--- config.mk ---
export PLATFORM = sky130hd
export DESIGN_NAME = sdram_port_arbiter
export DESIGN_NICKNAME = d
export VERILOG_FILES = /design/src/rtl/sdram_port_arbiter.sv
export SDC_FILE = /design/constraint.sdc
export NUM_CORES = 1
export LEC_CHECK = 0
export CAP_MARGIN = 20
export CELL_PAD_IN_SITES_DETAIL_PLACEMENT = 0
export CELL_PAD_IN_SITES_GLOBAL_PLACEMENT = 2
export CORE_MARGIN = 2
export CORE_UTILIZATION = 10
export DETAILED_ROUTE_END_ITERATION = 10
export PLACE_DENSITY_LB_ADDON = 0.12
export SETUP_SLACK_MARGIN = 0.5
export SLEW_MARGIN = 0
export SYNTH_ARGS = -nofsm -noshare
export SYNTH_HDL_FRONTEND = slang
export SYNTH_SLANG_ARGS = --single-unit
--- constraint.sdc ---
create_clock -name clk -period 1.9 [get_ports clk]
set_clock_uncertainty 0.1 [all_clocks]
set_input_delay 0.57 -clock clk [delete_from_list [all_inputs] [get_ports clk]]
set_output_delay 0.57 -clock clk [all_outputs]
set_load 0.01 [all_outputs]
--- src/rtl/sdram_port_arbiter.sv ---
// sdram_port_arbiter: two-master per-transfer arbiter in front of the SDRAM controller host port (optional lock: SDRAM_ARB_LOCK_EN)
module sdram_port_arbiter #(
  parameter int ADDR_WIDTH     = 25,
  parameter bit FIXED_PRIORITY = 1'b0
) (
  input  logic                clk,
  input  logic                reset,
  input  logic                a_access,
  input  logic [ADDR_WIDTH:1] a_addr,
  input  logic [15:0]         a_wdata,
  input  logic                a_wr_en,
  input  logic [1:0]          a_bytesel,
  input  logic                a_lock,
  output logic [15:0]         a_rdata,
  output logic                a_ack,
  input  logic                b_access,
  input  logic [ADDR_WIDTH:1] b_addr,
  input  logic [15:0]         b_wdata,
  input  logic                b_wr_en,
  input  logic [1:0]          b_bytesel,
  output logic [15:0]         b_rdata,
  output logic                b_ack,
  output logic                q_access,
  output logic [ADDR_WIDTH:1] q_addr,
  output logic [15:0]         q_wdata,
  output logic                q_wr_en,
  output logic [1:0]          q_bytesel,
  input  logic [15:0]         q_rdata,
  input  logic                q_compl,
  input  logic                q_config_done
);
  typedef enum logic [1:0] {IDLE, GRANT_A, GRANT_B} state_t;
  state_t state_q, state_d;
  logic   last_b_q, last_b_d;
  logic   grant_a, grant_b, keep_a;
`ifdef SDRAM_ARB_LOCK_EN
  assign keep_a = a_lock;
`else
  logic unused_lock;
  assign unused_lock = a_lock;
  assign keep_a = 1'b0;
`endif
  assign grant_a = state_q == GRANT_A;
  assign grant_b = state_q == GRANT_B;
  // state and last-winner registers; last winner starts as B so A wins the first contention
  always_ff @(posedge clk or posedge reset) begin
    if (reset) begin
      state_q  <= IDLE;
      last_b_q <= 1'b1;
    end else begin
      state_q  <= state_d;
      last_b_q <= last_b_d;
    end
  end
  // arbitration in IDLE, release (or locked hold of A) on controller completion
  always_comb begin
    state_d  = state_q;
    last_b_d = last_b_q;
    case (state_q)
      IDLE: if (q_config_done && (a_access || b_access))
        state_d = (a_access && b_access) ? ((FIXED_PRIORITY || !last_b_q) ? GRANT_B : GRANT_A)
                                         : (a_access ? GRANT_A : GRANT_B);
      GRANT_A: if (q_compl) begin
        last_b_d = 1'b0;
        state_d  = keep_a ? GRANT_A : IDLE;
      end
      GRANT_B: if (q_compl) begin
        last_b_d = 1'b1;
        state_d  = IDLE;
      end
      default: state_d = IDLE;
    endcase
  end
  assign q_access  = grant_a ? a_access  : grant_b ? b_access  : 1'b0;
  assign q_addr    = grant_a ? a_addr    : grant_b ? b_addr    : '0;
  assign q_wdata   = grant_a ? a_wdata   : grant_b ? b_wdata   : '0;
  assign q_wr_en   = grant_a ? a_wr_en   : grant_b ? b_wr_en   : 1'b0;
  assign q_bytesel = grant_a ? a_bytesel : grant_b ? b_bytesel : '0;
  assign a_ack     = q_compl & grant_a;
  assign b_ack     = q_compl & grant_b;
  assign a_rdata   = grant_a ? q_rdata : '0;
  assign b_rdata   = grant_b ? q_rdata : '0;
endmodule
==> flow_summary.json <==
{
  "vias": 1771,
  "end_kind": "output pin",
  "outcome": "finished, violations left",
  "rsz0062_at_grt": "true",
  "cts_inserted_buffers": 3,
  "ys_ff_latch": 3,
  "power_leakage_nw": 1.66,
  "grt_overflow": 0,
  "synthFlopType": "dfrtp_1",
  "grt_pass1_wl_um": 10400,
  "final_nets": 445,
  "cts_tree": "done",
  "finalCriticalPeriod_ns": 2.45,
  "worst_pin_slew_ns": 0.261,
  "synth.distinct_cells": 20,
  "post-dp-hpwl_um": 5300,
  "max_slew_margin": 0.825,
  "power_density_nw_per_um2": 1150,
  "crit_arrival_ns": 1.78,
  "cap_violations": 0,
  "cp.required_ns": 1.23,
  "synth_area_um2": 1050,
  "path_max_fanout": 8,
  "drc": 0,
  "finalSetupViolCount": 79,
  "synth.area.top_cells": "a22o_2 (35%), and2_1 (16%), buf_12 (9.5%), a22o_1 (6.7%), ha_1 (5.9%)",
  "start_util": 0.103,
  "synthMostInstantiatedCell": "a22o_2",
  "yosysTopAreaCellShare": 0.352,
  "hold_path_class": "in -> async",
  "final_hold_viol_count": 0,
  "synth_edf_count": 0,
  "io_buffers": 188,
  "ys_warn_count": 0,
  "synth_seq_area_share": 0.0724,
  "die_x_um": 107,
  "rows": 37,
  "drive_above_1_share": 0.555,
  "routed_wl_um": 7320,
  "syn_nets": 236,
  "grt_usage": 0.117,
  "timing.fmax_mhz": 409,
  "post-route-period-util": 1.29,
  "diodes": 0,
  "place_area_um2": 3170,
  "synth_commonest_cells": "a22o_2 (37), and2_1 (27), a22o_1 (8)",
  "path_clk_slew_ns": 0.03,
  "core_area_um2": 10300,
  "antenna_left": 0,
  "ir_drop_uv": 687,
  "clock_latency_ns": 0.22,
  "dieArea_um2": 11400,
  "drt_iter0_markers": 45,
  "place_ws_ns": -0.557,
  "synthArstFlopShare": 1.00,
  "antenna_found_initial": 0,
  "io_pins": 190,
  "cts_hold_buf": 0,
  "fp.dieH_um": 107,
  "synth_top_area_cell": "a22o_2",
  "grt_max_degree": 25,
  "h-tree-depth": 1,
  "via_per_inst": 3.82,
  "firstDrtPassIters": 4,
  "setup_ws_ns": -0.545,
  "synthCells": 120,
  "worstSetupPathType": "reg -> out",
  "startpoint_type": "flip-flop",
  "routedWlPerCell_um": 15.8,
  "slew_viol_final": 0,
  "cts_root_buf": "clkbuf_8",
  "first_global_vias": 1783,
  "gp_congestion": 0.689,
  "cts_buffer_depth": 2,
  "cts_sinks": 3,
  "violations": "setup timing",
  "stdcell_area_um2": 3670,
  "syn_avg_cell_area_um2": 8.78,
  "areaGrowthSynthToFinish_pct": 248
}
==> layer usage <==
metal	GRT usage	share of wire
met3	0.0158	0.049
met1	0.127	0.36
met4	0.0213	0.0075
met5	0	0
met2	0.237	0.58
==> layout make-up <==
type,instances,area [um^2]
flip-flops and latches,3,77.6
well taps,136,170
clock buffers,4,45.0
multi-input cells,99,1080
inverters,6,22.5
repair buffers,216,2270
fillers,1077,6610
==> stage by stage <==
stage / setup TNS (ns) / util / instances / total power, W / hold slack, ns
final: -30.11 / 0.357 / 464 / 0.00420 / 0.406
after global routing: -34.18 / 0.357 / 464 / 0.00446 / 0.443
after CTS: -31.50 / 0.332 / 461 / 0.00392 / 0.409
after detailed placement: -37.93 / 0.309 / 448 / 0.00317 / 0.414
after global placement: -37.77 / 0.309 / 448 / 0.00320 / 0.422
after floorplan: -0.290 / - / 120 / 0.00170 / 0.223
==> flip-flops by register name, summed over array words and instances, names as in the netlist <==
signal,cells
state_q,2
last_b_q,1
==> worst max-delay path, stage by stage, from the launching register on <==
cell	delay (ns)
dfrtp_1	0.41
buf_6	0.14
ha_4	0.15
nor2b_4	0.13
buf_12	0.13
buf_12	0.13
buf_16	0.14
a22o_2	0.21
buf_6	0.12
==> power breakdown <==
part	internal, W	switching [W]	total [W]	leakage (nW)
combinational	0.00239	0.00149	0.00388	1.60
clock	0.000143	0.0000469	0.000190	0.0228
sequential	0.000102	0.0000317	0.000134	0.0354
==> logic make-up (layout without fill, tap and decap cells) <==
group	after synthesis	in the layout	share of synthesized area
flops	3	3	0.0725
buf+inv	18	226	0.146
compound gates	56	56	0.483
fa+ha+maj	5	5	0.0594
simple gates	38	38	0.239
==> placed cells by master (no fill, tap or decap), types with 4 or more instances in the layout <==
cell	Yosys	routed
buf_4	0	10
inv_1	6	4
clkdlybuf4s50_1	0	110
ha_4	0	4
buf_6	0	51
clkdlybuf4s15_2	0	4
buf_16	0	4
dlygate4sd2_1	0	4
buf_12	5	6
a22o_2	37	20
and2_4	0	28
buf_2	4	20
a22o_4	0	17
a22o_1	8	8
and2_2	7	6
clkdlybuf4s15_1	0	4
==> final timing paths <==
path,start,to,slack [ns],cells after the start
max,state_q[1],q_addr[14],-0.55,8
min,reset,state_q[0],0.41,2
max reg2reg,state_q[1],state_q[0],0.24,7
min reg2reg,last_b_q,last_b_q,0.41,2
max in group asynchronous,reset,last_b_q,1.08,2
min in group clk,last_b_q,last_b_q,0.41,2
==> timing repair <==
action / 4_1_cts / 5_1_grt
pin swaps: 3 / 3
endpoints found under the setup margin: 82 / 82
cloned: 5 / 1
gates resized for setup: 346 / 44
buffers inserted: 4 / 2
Power figures use the tool's default switching activity.
